--- config.mk ---
export PLATFORM = sky130hd
export DESIGN_NAME = font_glyph_loader
export DESIGN_NICKNAME = d
export VERILOG_FILES = /design/src/rtl/font_glyph_loader.sv
export SDC_FILE = /design/constraint.sdc
export NUM_CORES = 1
export LEC_CHECK = 0
export CORE_ASPECT_RATIO = 1.75
export CORE_MARGIN = 4
export CORE_UTILIZATION = 54
export DETAILED_ROUTE_END_ITERATION = 10
export PLACE_DENSITY = 0.8
export SYNTH_ARGS = -nofsm -noshare
export SYNTH_HDL_FRONTEND = slang
export SYNTH_SLANG_ARGS = --single-unit
--- constraint.sdc ---
create_clock -name clk -period 2.2 [get_ports clk]
set_clock_uncertainty 0.05 [all_clocks]
set_input_delay 0.66 -clock clk [delete_from_list [all_inputs] [get_ports clk]]
set_output_delay 0.66 -clock clk [all_outputs]
set_load 0.1 [all_outputs]
--- src/rtl/font_glyph_loader.sv ---
// font_glyph_loader: turns a byte stream of glyph bitmaps into font-RAM writes.
// Stream: start codepoint, glyph count (0 = 256), then rows glyph-major.
// Write address is {codepoint, row}, identical to the font reader's layout.
module font_glyph_loader #(
  parameter int unsigned FONT_HEIGHT = 16,
  parameter int unsigned FONT_WIDTH  = 8,
  parameter int unsigned N_CHARS     = 256
) (
  input  logic                                              clk,
  input  logic                                              rst_n,
  input  logic [7:0]                                        in_data,
  input  logic                                              in_valid,
  output logic                                              in_ready,
  input  logic                                              abort,
  output logic                                              wr_en,
  output logic [$clog2(N_CHARS)+$clog2(FONT_HEIGHT)-1:0]    wr_addr,
  output logic [FONT_WIDTH-1:0]                             wr_data,
  output logic                                              busy,
  output logic                                              done,
  output logic [8:0]                                        glyphs_written
);

  localparam int unsigned CW = $clog2(N_CHARS);
  localparam int unsigned RW = $clog2(FONT_HEIGHT);
  localparam int unsigned AW = CW + RW;
  localparam logic [RW-1:0] ROW_LAST = RW'(FONT_HEIGHT - 1);

  typedef enum logic [1:0] {
    S_IDLE,
    S_COUNT,
    S_DATA,
    S_DONE
  } state_t;

  state_t          state_q, state_d;
  logic [CW-1:0]   cp_q, cp_d;
  logic [RW-1:0]   row_q, row_d;
  logic [8:0]      gcnt_q, gcnt_d;
  logic [8:0]      gtot_q, gtot_d;
  logic            wr_en_q, wr_en_d;
  logic [AW-1:0]   wr_addr_q, wr_addr_d;
  logic [FONT_WIDTH-1:0] wr_data_q, wr_data_d;
  logic            done_q, done_d;
  logic [8:0]      gw_q, gw_d;
  logic            accept;

  // Handshake and status derive from state only, so in_ready never depends on in_valid.
  always_comb begin
    in_ready = (state_q != S_DONE);
    busy     = (state_q != S_IDLE);
    accept   = in_valid && in_ready;
  end

  // Next-state, counters and registered write port; abort overrides any byte.
  always_comb begin
    state_d   = state_q;
    cp_d      = cp_q;
    row_d     = row_q;
    gcnt_d    = gcnt_q;
    gtot_d    = gtot_q;
    wr_en_d   = 1'b0;
    wr_addr_d = wr_addr_q;
    wr_data_d = wr_data_q;
    done_d    = 1'b0;
    gw_d      = gw_q;

    if (abort) begin
      state_d = S_IDLE;
    end else begin
      case (state_q)
        S_IDLE: begin
          if (accept) begin
            cp_d    = in_data[CW-1:0];
            state_d = S_COUNT;
          end
        end
        S_COUNT: begin
          if (accept) begin
            gtot_d  = (in_data == 8'd0) ? 9'd256 : {1'b0, in_data};
            row_d   = '0;
            gcnt_d  = '0;
            state_d = S_DATA;
          end
        end
        S_DATA: begin
          if (accept) begin
            wr_en_d   = 1'b1;
            wr_addr_d = {cp_q, row_q};
            wr_data_d = in_data[FONT_WIDTH-1:0];
            row_d     = row_q + 1'b1;
            if (row_q == ROW_LAST) begin
              cp_d   = cp_q + 1'b1;
              gcnt_d = gcnt_q + 9'd1;
              if ((gcnt_q + 9'd1) == gtot_q) begin
                state_d = S_DONE;
                done_d  = 1'b1;
                gw_d    = gtot_q;
              end
            end
          end
        end
        S_DONE: begin
          state_d = S_IDLE;
        end
        default: begin
          state_d = S_IDLE;
        end
      endcase
    end
  end

  // State and output registers with synchronous active-low reset.
  always_ff @(posedge clk) begin
    if (!rst_n) begin
      state_q   <= S_IDLE;
      cp_q      <= '0;
      row_q     <= '0;
      gcnt_q    <= '0;
      gtot_q    <= '0;
      wr_en_q   <= 1'b0;
      wr_addr_q <= '0;
      wr_data_q <= '0;
      done_q    <= 1'b0;
      gw_q      <= '0;
    end else begin
      state_q   <= state_d;
      cp_q      <= cp_d;
      row_q     <= row_d;
      gcnt_q    <= gcnt_d;
      gtot_q    <= gtot_d;
      wr_en_q   <= wr_en_d;
      wr_addr_q <= wr_addr_d;
      wr_data_q <= wr_data_d;
      done_q    <= done_d;
      gw_q      <= gw_d;
    end
  end

  // Output drive from registers.
  always_comb begin
    wr_en          = wr_en_q;
    wr_addr        = wr_addr_q;
    wr_data        = wr_data_q;
    done           = done_q;
    glyphs_written = gw_q;
  end

endmodule

==> impl_metrics.py, run 1 <==
metrics = {
    "outcome": {
        "status": "finished clean",
    },
    "timing": {
        "fmax_mhz": 461,
        "finalMaxSlewViolations": 0,
        "hold_viol": 0,
        "period_minus_slack_ns": 2.17,
        "fin_crit_sh": 0.985,
        "setup_violations": 0,
        "setup_ws_ns": 0.0319,
        "worst_pin_slew_ns": 0.453,
        "max-slew-margin-rel": 0.698,
    },
    "detailed_routing": {
        "ant_nets": 0,
        "vias": 2910,
        "drc": 0,
        "wl_per_cell_um": 15.9,
        "drt-vias-per-instance": 5.67,
        "drtIter0Drc": 244,
        "firstDrtPassIters": 7,
        "wl_mm": 8.14,
    },
    "critical_path": {
        "critPathCapture": "glyphs_written[2]$_SDFFE_PN0P_",
        "crit_cells": 9,
        "ff2ff_path_depth": 9,
        "crit_type": "reg -> reg",
        "critPathCaptureType": "register",
        "timing.rr.start": "gcnt_q[1]$_SDFFE_PN0P_",
        "crit_buf_inv": 2,
        "critPathLaunch": "gcnt_q[1]$_SDFFE_PN0P_",
        "required_ns": 2.40,
        "critical-path-max-stage-delay_ns": 0.36,
        "reg2reg_slack_ns": 0.03,
        "crit_chain": "ha_4 -> buf_4 -> xnor2_2 -> xnor2_2 -> nor4_4 -> nand4_1 -> buf_6 -> mux2i_1 -> nor2_1",
        "slowest_stage": "dfxtp_2",
        "cp_top_family": "simple AND/OR/NAND/NOR gates",
        "worst_setup_path_start_kind": "register",
        "worstPathArrival_ns": 2.37,
        "r2r-end": "glyphs_written[2]$_SDFFE_PN0P_",
        "cp_max_fo": 5,
        "path_common_cell": "xnor2_2",
    },
    "cts": {
        "clock-sinks": 63,
        "cts.path.max_buffers": 2,
        "cts_tree": "yes",
        "clkTransAtPathRegs_ns": 0.08,
        "h-tree-depth": 3,
        "root_buffer": "clkbuf_8",
        "cts_made_buffers": 9,
        "clk_latency_ns": 0.35,
    },
    "place": {
        "dpl.hpwl_mm": 5.52,
        "io_buffers": 44,
        "gp_congestion": 0.903,
        "post-place-ws_ns": -0.385,
        "dp_cells": 491,
    },
    "yosys": {
        "ys.flop_type": "dfxtp_1",
        "ys_seq_area_frac": 0.417,
        "async_reset_ff_frac": 0,
        "ys_types": 52,
        "netlist_area_sq_um": 3030,
        "syn_nets": 393,
        "yosys.area.top_type": "dfxtp_1",
        "synth.top_cell.area_share": 0.417,
        "syn_inst": 373,
        "synth_seq_cells": 63,
        "synth_edf_count": 0,
        "synth_most_common_cell": "nand2_1",
        "synthTopCellsByArea": "dfxtp_1, nand2_1, a21oi_1",
        "yosys_warnings": 0,
        "synth_area_per_cell_sq_um": 8.12,
        "synthTopCellsByCount": "nand2_1, dfxtp_1, a21oi_1",
    },
    "floorplan": {
        "die_area_sq_um": 6920,
        "die_y_um": 107,
        "die_width_um": 64.6,
        "start_util": 0.567,
        "fp-row-count": 35,
        "core_area_sq_um": 5340,
        "io_pins": 45,
    },
    "layout": {
        "diodes": 0,
        "layout.cells.non_filler": 513,
        "area_delta_synth_final_pct": 39.8,
        "fin_nets": 454,
        "layout-drive-gt1-share": 0.255,
    },
    "global_route": {
        "track_usage": 0.239,
        "grt_pass1_wl_mm": 12.9,
        "grt.overflow.total": 0,
        "antenna_found_initial": 0,
        "grt_start_max_net_pins": 29,
        "first_global_vias": 2859,
    },
    "worst_hold_path": {
        "hp-class": "reg -> reg",
    },
    "power_and_ir_drop": {
        "power_density_nw_per_um2": 573,
        "p_leak_nw": 1.61,
        "ir_drop_uv": 596,
        "power_mw": 2.43,
    },
    "run": {
        "max_cap_viol_count": 0,
    },
}
==> layout make-up <==
class                   count  area [sq um]
inverters                   8          33.8
multi-input cells         281          1670
well taps                  74          92.6
clock buffers              10           138
flip-flops and latches     63          1270
repair buffers             71           962
fillers                   348          1110
clock inverters             6          67.6
==> registers in the layout (all words and copies together) (netlist names) <==
name / cells
gcnt_q: 9
done: 1
gtot_q: 9
wr_data: 8
wr_addr: 12
cp_q: 8
glyphs_written: 9
wr_en: 1
row_q: 4
state_q: 2
==> tightest hold or removal path: stages (launching register included) <==
cell and delay [ns]:
dfxtp_1 0.31, nand2_1 0.05, a21oi_1 0.05
==> metrics by stage <==
stage               cell area [sq um]  hold slack [ns]   util  setup TNS, ns
finish                           4230            0.412  0.793              0
global route                     4230            0.444  0.793         -0.195
CTS                              4100            0.416  0.767              0
detailed placement               3880            0.403  0.726         -11.80
global placement                 3880            0.397  0.726          -9.17
floorplan                        3030            0.395      -              0
==> placed cells by master, fill, tap and decap left out, types with 5 or more instances in the layout <==
master	synthesis	final
buf_4	0	26
inv_1	7	6
or3_1	7	7
xnor2_1	8	6
clkbuf_8	0	10
buf_12	1	31
nor2_1	27	24
ha_1	8	6
dfxtp_1	63	57
mux2i_1	12	11
nand3_1	14	14
a21oi_1	52	51
nor3_1	6	5
clkdlybuf4s50_1	0	10
o21ai_0	8	8
dfxtp_2	0	5
nand2_1	91	90
==> metal layers <==
| metal | track usage | wire (um) | vias to the layer above |
|---|---|---|---|
| li1 | - | - | 1401 |
| met1 | 0.241 | 2990 | 1391 |
| met2 | 0.442 | 4440 | 92 |
| met3 | 0.0650 | 440 | 26 |
| met4 | 0.118 | 270 | 0 |
| met5 | 0 | 0 | - |
==> kinds of logic after synthesis <==
family                   after synthesis  share of synthesized area
AND/OR/NAND/NOR                      173                      0.281
AO/OA/AOI/OAI                         75                      0.136
flip-flops                            63                      0.417
buffers and inverters                 29                     0.0529
multiplexers                          13                     0.0434
XOR/XNOR                              12                     0.0372
adder cells (fa/ha/maj)                8                     0.0331
==> how the worst min path moves through the flow <==
stage / from / end / depth (start not counted) / slack, ns
finish: wr_data[6]$_SDFFE_PN0P_ / wr_data[6]$_SDFFE_PN0P_ / 2 / 0.41
global route: cp_q[7]$_SDFFE_PN0P_ / wr_addr[11]$_SDFFE_PN0P_ / 2 / 0.44
CTS: wr_data[6]$_SDFFE_PN0P_ / wr_data[6]$_SDFFE_PN0P_ / 2 / 0.42
detailed placement: wr_data[6]$_SDFFE_PN0P_ / wr_data[6]$_SDFFE_PN0P_ / 2 / 0.40
global placement: wr_data[5]$_SDFFE_PN0P_ / wr_data[5]$_SDFFE_PN0P_ / 2 / 0.40
floorplan: cp_q[5]$_SDFFE_PN0P_ / wr_addr[9]$_SDFFE_PN0P_ / 2 / 0.39
==> where the power goes <==
part	internal [mW]	total [mW]	switching [mW]	leakage (nW)
sequential	1.15	1.17	0.0170	0.512
combinational	0.0903	0.211	0.121	1.00
clock	0.557	1.04	0.487	0.0989
total	1.80	2.43	0.625	1.61
==> what timing repair did <==
item | 4_1_cts | 5_1_grt
hold buffers | 0 | 0
setup buffers | 0 | 5
cloned | 0 | 1
pin swaps | 0 | 9
setup endpoints to repair | 6 | 41
resized for setup | 4 | 28
No activity file was read; power rests on OpenSTA's default activity.
==> run 2: changes to the inputs <==
CORE_UTILIZATION = 34   (was 54)
PLACE_DENSITY = unset   (was 0.8)
==> run 2 against run 1 <==
Effect of this change:
- die area increased by 52%
- highest routed layer unchanged
- fmax increased by 3.3%
- critical path type unchanged
- global-route usage is 8.6 points lower
- clock power is 21% higher
- sequential cell count unchanged
- largest power group is now the clock network
==> impl_metrics.py, run 2 (synthesis results as in run 1) <==
metrics = {
    "cts": {
        "clkTransAtPathRegs_ns": 0.05,
        "root_buffer": "clkbuf_16",
        "cts.path.max_buffers": 2,
        "clock-sinks": 63,
        "cts_tree": "yes",
        "cts_made_buffers": 9,
        "clk_latency_ns": 0.33,
        "h-tree-depth": 3,
    },
    "detailed_routing": {
        "firstDrtPassIters": 4,
        "vias": 2727,
        "wl_mm": 7.74,
        "ant_nets": 0,
        "drt-vias-per-instance": 4.96,
        "drtIter0Drc": 125,
        "wl_per_cell_um": 14.1,
        "drc": 0,
    },
    "timing": {
        "period_minus_slack_ns": 2.10,
        "worst_pin_slew_ns": 0.407,
        "hold_viol": 0,
        "finalMaxSlewViolations": 0,
        "fmax_mhz": 477,
        "grt_setup_unrepaired": "no",
        "fin_crit_sh": 0.954,
        "max-slew-margin-rel": 0.729,
        "setup_violations": 0,
    },
    "layout": {
        "final_common_cell": "nand2_1",
        "fin_util": 0.498,
        "final_cell_mix": "nand2_1, dfxtp_1, a21oi_1, buf_12, nor2_1",
        "area_delta_synth_final_pct": 42.5,
        "layout-drive-gt1-share": 0.238,
        "fin_nets": 449,
        "largest_reg_flops": 12,
        "diodes": 0,
        "stdcell_area_sq_um": 4320,
    },
    "global_route": {
        "track_usage": 0.153,
        "first_global_vias": 2734,
        "grt_start_max_net_pins": 29,
        "grt.overflow.total": 0,
        "grt_pass1_wl_mm": 12.7,
        "antenna_found_initial": 0,
    },
    "critical_path": {
        "crit_type": "reg -> reg",
        "worstPathArrival_ns": 2.31,
        "required_ns": 2.41,
        "cp_max_fo": 7,
        "critPathCaptureType": "register",
        "worst_setup_path_start_kind": "register",
        "timing.rr.start": "state_q[1]$_SDFFE_PP0P_",
        "critPathLaunch": "state_q[1]$_SDFFE_PP0P_",
    },
    "outcome": {
        "status": "finished clean",
    },
    "place": {
        "dpl.hpwl_mm": 5.84,
        "io_buffers": 44,
        "gp_congestion": 0.854,
        "postPlaceCellArea_sq_um": 3960,
    },
    "power_and_ir_drop": {
        "seq_power_share": 0.444,
        "switching_share": 0.235,
        "combPwrFrac": 0.077,
        "p_sw_mw": 0.619,
        "power_density_nw_per_um2": 612,
        "p_clk_frac": 0.479,
        "p_leak_nw": 1.62,
        "ir_drop_uv": 569,
        "internal_power_mw": 2.02,
    },
    "floorplan": {
        "die_width_um": 79.3,
        "start_util": 0.349,
        "io_pins": 45,
        "die_area_sq_um": 10500,
        "fp-row-count": 45,
        "core_area_sq_um": 8670,
        "die_y_um": 133,
    },
    "run": {
        "max_cap_viol_count": 0,
    },
    "worst_hold_path": {
        "worstHoldStart": "cp_q[7]$_SDFFE_PN0P_",
        "hp-class": "reg -> reg",
    },
}
-- run 2: cell types whose count changed in the layout (fill, tap and decap cells not counted), moves of 2 or more --
cell and change:
a21oi_1 -4, a21oi_2 +4, buf_4 -5, clkbuf_16 +9, clkbuf_8 -9, clkinv_2 +2
dfxtp_1 +4, dfxtp_2 -3, nor2_1 +2, nor2_2 -2, or3_1 -5, or3_4 +5
xnor2_1 +2, xnor2_2 -2
-- run 2: area by class of cell --
cell class | instances | area [sq um]
Tap cell | 117 | 146
Inverter | 8 | 33.8
Clock buffer | 11 | 243
Multi-Input combinational cell | 281 | 1670
Timing Repair Buffer | 66 | 933
Sequential cell | 63 | 1260
Fill cell | 862 | 4360
Clock inverter | 4 | 22.5
-- run 2: worst max-delay path, cell delays in order (launching register included) --
cell and delay, ns:
dfxtp_1 0.38, inv_1 0.10, ha_1 0.21, or2_1 0.26, a211o_1 0.29, nor2_2 0.14, nand2_2 0.11, or3_4 0.35
a21oi_2 0.12
-- run 2: final timing paths --
| path | to | slack (ns) | depth (start not counted) |
|---|---|---|---|
| worst max-delay path | gcnt_q[6]$_SDFFE_PN0P_ | 0.10 | 8 |
| worst min-delay path | wr_addr[11]$_SDFFE_PN0P_ | 0.44 | 2 |
| worst max register to register | gcnt_q[6]$_SDFFE_PN0P_ | 0.10 | 8 |
| worst min register to register | wr_addr[11]$_SDFFE_PN0P_ | 0.44 | 2 |
-- run 2: power groups by stage --
| stage | Combinational [mW] | Clock (mW) | Sequential [mW] |
|---|---|---|---|
| floorplan | 0.115 | 0 | 1.20 |
| global placement | 0.197 | 0 | 1.20 |
| finish | 0.203 | 1.26 | 1.17 |
| CTS | 0.202 | 1.29 | 1.17 |
| detailed placement | 0.200 | 0 | 1.20 |
| global route | 0.221 | 1.33 | 1.17 |
-- run 2: what timing repair did --
action,4_1_cts,5_1_grt
hold buffers,0,0
setup buffers,0,1
pin swaps,2,15
resized for setup,2,19
endpoints found under the setup margin,7,30
-- run 2: routing by layer --
metal	track usage	routed length (um)	vias to the layer above
li1	-	-	1379
met1	0.157	2980	1294
met2	0.285	4360	43
met3	0.0347	219	11
met4	0.0727	177	0
met5	0	0	-
-- run 2: per-stage QoR --
stage                     total power, mW  TNS [ns]  setup slack, ns  hold slack, ns  instances
final                                2.64         0            0.102           0.437        550
after global routing                 2.73         0          0.00190           0.457        550
after CTS                            2.67         0          0.00383           0.437        549
after detailed placement             1.40    -12.30           -0.390           0.431        534
after global placement               1.39    -10.37           -0.345           0.419        534
after floorplan                      1.31         0            0.121           0.395        373
==> run 3: changes to the inputs <==
GPL_TIMING_DRIVEN = 0   (was unset)
clock period = 2.1 ns   (was 2.2 ns; I/O delays follow)
==> run 3 against run 2 <==
Effect of this change:
- sequential cell count did not move
- fmax rose by 1.2%
- clock-buffer cell count fell by 1
- worst hold slack got worse by 0.032 ns
- critical path type unchanged
- highest routed layer unchanged
==> impl_metrics.py, run 3 (synthesis results as in run 1) <==
metrics = {
    "floorplan": {
        "io_pins": 45,
        "fp-row-count": 45,
        "start_util": 0.349,
        "die_area_sq_um": 10500,
        "core_area_sq_um": 8670,
        "die_width_um": 79.3,
        "die_y_um": 133,
    },
    "power_and_ir_drop": {
        "power_mw": 2.90,
        "seq_power_share": 0.423,
        "combPwrFrac": 0.074,
        "internal_power_mw": 2.20,
        "switching_share": 0.240,
        "ir_drop_uv": 488,
        "p_clk_frac": 0.503,
        "power_density_nw_per_um2": 706,
        "p_sw_mw": 0.698,
        "p_leak_nw": 1.50,
    },
    "global_route": {
        "grt_start_max_net_pins": 12,
        "grt.overflow.total": 0,
        "antenna_found_initial": 0,
        "track_usage": 0.169,
        "grt_pass1_wl_mm": 13.9,
        "first_global_vias": 2936,
    },
    "timing": {
        "max-slew-margin-rel": 0.548,
        "setup_violations": 0,
        "grt_setup_unrepaired": "yes",
        "fin_crit_sh": 0.987,
        "fmax_mhz": 482,
        "worst_pin_slew_ns": 0.677,
        "finalMaxSlewViolations": 0,
        "period_minus_slack_ns": 2.07,
        "hold_viol": 0,
        "whs_ns": 0.405,
    },
    "place": {
        "dpl.hpwl_mm": 6.11,
        "gp_congestion": 0.857,
        "io_buffers": 43,
        "postPlaceCellArea_sq_um": 3600,
    },
    "layout": {
        "layout-drive-gt1-share": 0.243,
        "final_cell_mix": "nand2_1, dfxtp_1, a21oi_1, clkdlybuf4s15_2, nor2_1",
        "fillers": 896,
        "fin_util": 0.474,
        "stdcell_area_sq_um": 4110,
        "largest_reg_flops": 12,
        "final_common_cell": "nand2_1",
        "diodes": 0,
        "fin_nets": 455,
        "area_delta_synth_final_pct": 35.7,
    },
    "detailed_routing": {
        "drtIter0Drc": 154,
        "wl_mm": 8.45,
        "vias": 2847,
        "wl_per_cell_um": 15.2,
        "firstDrtPassIters": 4,
        "drc": 0,
        "ant_nets": 0,
        "drt-vias-per-instance": 5.11,
    },
    "cts": {
        "cts_made_buffers": 9,
        "clk_latency_ns": 0.34,
        "root_buffer": "clkbuf_16",
        "clkTransAtPathRegs_ns": 0.05,
        "cts.path.max_buffers": 2,
        "clock-sinks": 63,
        "cts_hold_buf": 0,
        "h-tree-depth": 3,
        "cts_tree": "yes",
    },
    "critical_path": {
        "worstPathArrival_ns": 2.23,
        "required_ns": 2.25,
        "crit_type": "reg -> reg",
        "critPathCaptureType": "register",
        "worst_setup_path_start_kind": "register",
        "cp_max_fo": 5,
    },
    "outcome": {
        "status": "finished clean",
    },
    "run": {
        "max_cap_viol_count": 0,
    },
    "worst_hold_path": {
        "hp-class": "reg -> reg",
    },
}
==> run 3: critical path: stages, from the launching register on <==
cell	delay, ns
dfxtp_4	0.36
ha_4	0.18
and3_4	0.20
and4_4	0.15
nor4b_4	0.34
nand4_1	0.25
buf_6	0.20
mux2i_1	0.15
nor2_1	0.06
==> run 3: per-stage QoR <==
stage               TNS (ns)  cells  worst slack [ns]
finish                     0    557            0.0271
global route          -0.638    557           -0.0940
CTS                        0    553            0.0177
detailed placement    -19.77    533            -0.616
global placement      -19.47    533            -0.584
floorplan                  0    373            0.0511
==> run 3: path summary, 6_finish.rpt <==
check	startpoint	to	slack, ns	depth (start not counted)
setup reg to reg	gcnt_q[0]$_SDFFE_PN0P_	glyphs_written[0]$_SDFFE_PN0P_	0.03	8
hold / removal	wr_data[7]$_SDFFE_PN0P_	wr_data[7]$_SDFFE_PN0P_	0.41	2
setup / recovery	gcnt_q[0]$_SDFFE_PN0P_	glyphs_written[0]$_SDFFE_PN0P_	0.03	8
hold reg to reg	wr_data[7]$_SDFFE_PN0P_	wr_data[7]$_SDFFE_PN0P_	0.41	2
==> run 3: final cells by class <==
class | instances | area (sq um) | share of cell area
well taps | 117 | 146 | 0.0356
repair buffers | 52 | 532 | 0.129
inverters | 8 | 30.0 | 0.00731
multi-input cells | 281 | 1700 | 0.413
plain buffers | 20 | 138 | 0.0335
flip-flops and latches | 63 | 1280 | 0.311
clock buffers | 10 | 229 | 0.0557
clock inverters | 6 | 61.3 | 0.0149
==> run 3: power by group through the flow <==
stage               Clock, mW  Combinational (mW)  Sequential [mW]
detailed placement          0               0.195             1.25
floorplan                   0               0.120             1.25
global route             1.53               0.234             1.23
global placement            0               0.192             1.25
finish                   1.46               0.215             1.23
CTS                      1.48               0.205             1.23
==> run 3: what timing repair did <==
action | in CTS | in global routing
gates cloned | 0 | 1
setup endpoints to repair | 83 | 46
buffers inserted | 4 | 4
pin swaps | 4 | 10
gates resized for setup | 121 | 28
==> run 3: per-layer routing <==
layer  wire length, um  global-route usage  up-vias
li1                  -                   -     1402
met1              3240               0.170     1357
met2              4690               0.310       68
met3               278              0.0456       20
met4               238              0.0870        0
met5                 0                   0        -
==> RTL edit 1: new RTL, config.mk and constraints of run 1 <==
Take the reset off `cp_q`, `wr_addr_q`, `wr_data_q` and `gw_q` and load them in a clocked block of their own.
--- a/src/rtl/font_glyph_loader.sv
+++ b/src/rtl/font_glyph_loader.sv
@@ -115,3 +115,2 @@
       state_q   <= S_IDLE;
-      cp_q      <= '0;
       row_q     <= '0;
@@ -120,9 +119,5 @@
       wr_en_q   <= 1'b0;
-      wr_addr_q <= '0;
-      wr_data_q <= '0;
       done_q    <= 1'b0;
-      gw_q      <= '0;
     end else begin
       state_q   <= state_d;
-      cp_q      <= cp_d;
       row_q     <= row_d;
@@ -131,7 +126,11 @@
       wr_en_q   <= wr_en_d;
-      wr_addr_q <= wr_addr_d;
-      wr_data_q <= wr_data_d;
       done_q    <= done_d;
-      gw_q      <= gw_d;
     end
+  end
+
+  always_ff @(posedge clk) begin
+    cp_q      <= cp_d;
+    wr_addr_q <= wr_addr_d;
+    wr_data_q <= wr_data_d;
+    gw_q      <= gw_d;
   end
Function: differs if rst_n is asserted again (counterexample within 4 cycles, from zero or initial values and one cycle with rst_n low); with rst_n held inactive, the same outputs for 10 cycles.
==> RTL edit 1 against run 1 <==
- the flow now finishes with violations (negative setup slack)
- synthesized area fell by 2.3%
- design area decreased by 2.2%
- clock power rose by 26%
- largest cell class is now flip-flops and latches
- worst setup slack worse by 0.14 ns
- critical endpoint is now glyphs_written[1]
- synthesized cell count shrank 28%
- largest power group is now the clock network
- sequential cell count did not move
- total power up 14%
- non-clock buffer count increased by 11
- wire length decreased by 14%
==> RTL edit 1: results (changes against run 1) <==
{| class="wikitable"
! Metric !! Value
|-
| Final Setup Violations || 9 (was 0)
|-
| Met2 track utilization from global routing || 42.4% (was 44.2%)
|-
| Violations in the final reports || negative setup slack
|-
| Critical path data arrival time || 2.33 ns (was 2.37 ns)
|-
| Via-to-Cell Ratio || 5.55 (was 5.67)
|-
| Worst-case register-to-register setup slack || -0.11 ns (was 0.03 ns)
|-
| Average detailed-routed wire length per instance || 16.3 µm (was 15.9 µm)
|-
| Main synth FF type || edfxtp_1 (was dfxtp_1)
|-
| Cell total after placement || 411 (was 491)
|-
| Filler Cells Inserted || 316 (was 348)
|-
| Top cells by area in the synthesized netlist || edfxtp_1 38%, dfxtp_1 18%, a21boi_0 4.8% (was dfxtp_1 42%, nand2_1 11%, a21oi_1 8.6%)
|-
| Global-route wire length before repair || 11.4 mm (was 12.9 mm)
|-
| List of most frequent post-synthesis cells || 38 x nand2_1, 37 x edfxtp_1, 26 x dfxtp_1, 19 x a21boi_0, 13 x nand3_1 (was 91 x nand2_1, 63 x dfxtp_1, 52 x a21oi_1, 27 x nor2_1, 14 x nand3_1)
|-
| Ratio of cells with drive above 1 in the final layout || 29.6% (was 25.5%)
|-
| Cell variety after synth || 43 (was 52)
|-
| Largest net degree at the start of global routing || 19 (was 29)
|-
| Vias in the first global route || 2359 (was 2859)
|-
| Status || finished, violations left (was finished, final reports clean)
|-
| Worst path setup slack after routing || -0.110 ns (was 0.0319 ns)
|-
| Setup_tns || -0.894 ns (was 0 ns)
|-
| Worst slack after detailed placement || -0.140 ns (was -0.385 ns)
|-
| Violation count after the first detailed-routing iteration || 129 (was 244)
|-
| Nets in the synthesized netlist || 287 (was 393)
|-
| Met3 Resource Use GR || 4.86% (was 6.50%)
|-
| Share of the yosys chip area belonging to registers || 55.2% (was 41.7%)
|-
| Global routing usage on met1 || 21.5% (was 24.1%)
|-
| Crit Path Max Fanout || 6 (was 5)
|}
## RTL edit 1: cell count changes after synthesis, sizes merged, moves of 17 or more
cell,delta
edfxtp,+37
nor2,-17
nand2,-53
a21oi,-41
a21boi,+19
dfxtp,-37
## RTL edit 1: final cells by class
cell class / count / area [µm²] / share of cell area (%)
inverters: 7 / 30.0 / 0.725
clock buffers: 10 / 128 / 3.08
flip-flops and latches: 63 / 1640 / 39.6
repair buffers: 82 / 847 / 20.5
multi-input cells: 187 / 1270 / 30.7
clock inverters: 6 / 133 / 3.20
well taps: 74 / 92.6 / 2.24
## RTL edit 1: power by group through the flow
stage | Combinational, mW | Sequential, mW | Clock, mW
detailed placement | 0.170 | 1.30 | 0
CTS | 0.175 | 1.27 | 1.32
floorplan | 0.0844 | 1.30 | 0
finish | 0.175 | 1.27 | 1.31
global placement | 0.167 | 1.29 | 0
global route | 0.188 | 1.27 | 1.39
## RTL edit 1: metrics by stage
stage               hold slack (ns)  area (µm²)
floorplan                     0.395        3010
detailed placement            0.420        3850
CTS                           0.438        4140
global route                  0.448        4140
global placement              0.405        3850
finish                        0.439        4140
## RTL edit 1: worst min path at each step
| stage | from | endpoint | cells past startpoint |
|---|---|---|---|
| finish | gtot_q[0] | glyphs_written[0] | 0 |
| global route | cp_q[1] | wr_addr[5] | 0 |
| CTS | cp_q[7] | wr_addr[11] | 0 |
| detailed placement | cp_q[7] | wr_addr[11] | 0 |
| global placement | cp_q[7] | wr_addr[11] | 0 |
| floorplan | row_q[3] | wr_addr[3] | 0 |
## RTL edit 1: metal layers
layer | vias to the layer above | routed length (µm)
li1 | 1137 | -
met1 | 1140 | 2420
met2 | 90 | 4000
met3 | 16 | 409
met4 | 0 | 158
met5 | - | 0
## RTL edit 1: logic make-up (layout without fill, tap and decap cells)
| family | count (synthesis) | after routing | synth area share, % |
|---|---|---|---|
| simple gates | 104 | 104 | 17.9 |
| flops | 63 | 63 | 55.2 |
| compound gates | 55 | 55 | 13.5 |
| buf+inv | 17 | 105 | 3.43 |
| xor+xnor | 16 | 16 | 5.25 |
| fa+ha+maj | 8 | 8 | 3.38 |
| mux | 4 | 4 | 1.40 |
## RTL edit 1: repair_timing
item                                    in CTS  in global routing
endpoints found under the setup margin       9                 13
gates resized for setup                      2                  4
pin swaps                                    3                  2
cloned                                       1                  0
buffers inserted                             2                  0
==> RTL edit 2: new RTL, config.mk and constraints of run 1 <==
Made on the original files. Change the parameter `FONT_HEIGHT` from 16 to 32.
--- a/src/rtl/font_glyph_loader.sv
+++ b/src/rtl/font_glyph_loader.sv
@@ -4,3 +4,3 @@
 module font_glyph_loader #(
-  parameter int unsigned FONT_HEIGHT = 16,
+  parameter int unsigned FONT_HEIGHT = 32,
   parameter int unsigned FONT_WIDTH  = 8,
Interface: changed (resized wr_addr); port bits go from 45 to 46. The function was not compared with the original's and may differ.
==> RTL edit 2 against run 1 <==
- die area increased by 2.1%
- synthesized area grew 2.3%
- sequential cell count is 2 higher
- total power up 2.1%
- design area is 7.1% higher
- worst setup slack worse by 0.031 ns
- wire length up 18%
- largest power group unchanged
==> RTL edit 2: results (changes against run 1) <==
{| class="wikitable"
! Metric !! Value
|-
| Status || finished, final reports clean (unchanged)
|-
| Instance count of the mapped netlist || 395 (was 373)
|-
| Final standard cell utilization of the core || 81.2% (was 79.3%)
|-
| Number of signal-net buffers in the layout || 86 (was 71)
|-
| Initial core utilization || 55.5% (was 56.7%)
|-
| Number of register bits inferred by synthesis || 65 (was 63)
|-
| Met2 Wirelength || 5.25 mm (was 4.44 mm)
|-
| Area after detailed placement || 0.00416 mm² (was 0.00388 mm²)
|-
| Met3 Resource Use GR || 6.03% (was 6.50%)
|-
| Leakage power figure || 1.61 nW (about the same)
|-
| Share of the yosys chip area belonging to registers || 42.0% (was 41.7%)
|-
| Violation count after the first detailed-routing iteration || 255 (was 244)
|-
| Number of non-filler instances in the completed layout || 552 (was 513)
|-
| Fraction of power spent switching nets || 25.9% (was 25.8%)
|-
| Max reg flops || 13 (was 12)
|-
| Detailed placement HPWL || 6.44 mm (was 5.52 mm)
|-
| Average detailed-routed wire length per instance || 17.4 µm (was 15.9 µm)
|-
| Met2 track utilization from global routing || 50.1% (was 44.2%)
|-
| Global routing usage on met1 || 27.2% (was 24.1%)
|-
| Seq pwr share || 48.7% (was 48.3%)
|-
| Clock-cell share of area || 4.47% (was 4.85%)
|-
| Non-clk buf share || 24.3% (was 22.7%)
|-
| Top cells by area in the synthesized netlist || dfxtp_1 42%, nand2_1 11%, a21oi_1 8.7% (was dfxtp_1 42%, nand2_1 11%, a21oi_1 8.6%)
|-
| Delay contributed by the slowest stage of the critical path || 0.57 ns (was 0.36 ns)
|-
| Nets in the synthesized netlist || 416 (was 393)
|-
| Maximum vdd drop || 463 µV (was 596 µV)
|-
| Number of cell instances on the worst register-to-register path || 8 (was 9)
|-
| Slowest cell on the critical path || or4_4 (was dfxtp_2)
|-
| List of most frequent post-synthesis cells || 93 x nand2_1, 65 x dfxtp_1, 54 x a21oi_1, 23 x nand3_1, 16 x clkbuf_1 (was 91 x nand2_1, 63 x dfxtp_1, 52 x a21oi_1, 27 x nor2_1, 14 x nand3_1)
|-
| Via-to-Cell Ratio || 6.00 (was 5.67)
|}
## RTL edit 2: cell count changes after synthesis, sizes merged, moves of 4 or more
cell    before  now
nor2        27   13
o21ai       11   21
or3          7    3
mux2i       12    2
o21a         1    8
nand2b       1    6
nand3       15   24
a21boi       0    6
## RTL edit 2: path summary, 6_finish.rpt
kind             start                end  slack, ns
max          gcnt_q[1]  glyphs_written[2]     0.0007
min reg2reg  gcnt_q[8]          gcnt_q[8]       0.44
min          gcnt_q[8]          gcnt_q[8]       0.44
max reg2reg  gcnt_q[1]  glyphs_written[2]     0.0007
## RTL edit 2: cell families (layout without fill, tap and decap cells)
family	after synthesis	count (layout)	share of synthesized area, %
buf+inv	27	108	3.84
mux	4	4	1.37
flops	65	65	42.0
xor+xnor	10	10	2.83
compound gates	106	106	20.2
fa+ha+maj	9	9	3.63
simple gates	174	174	26.1
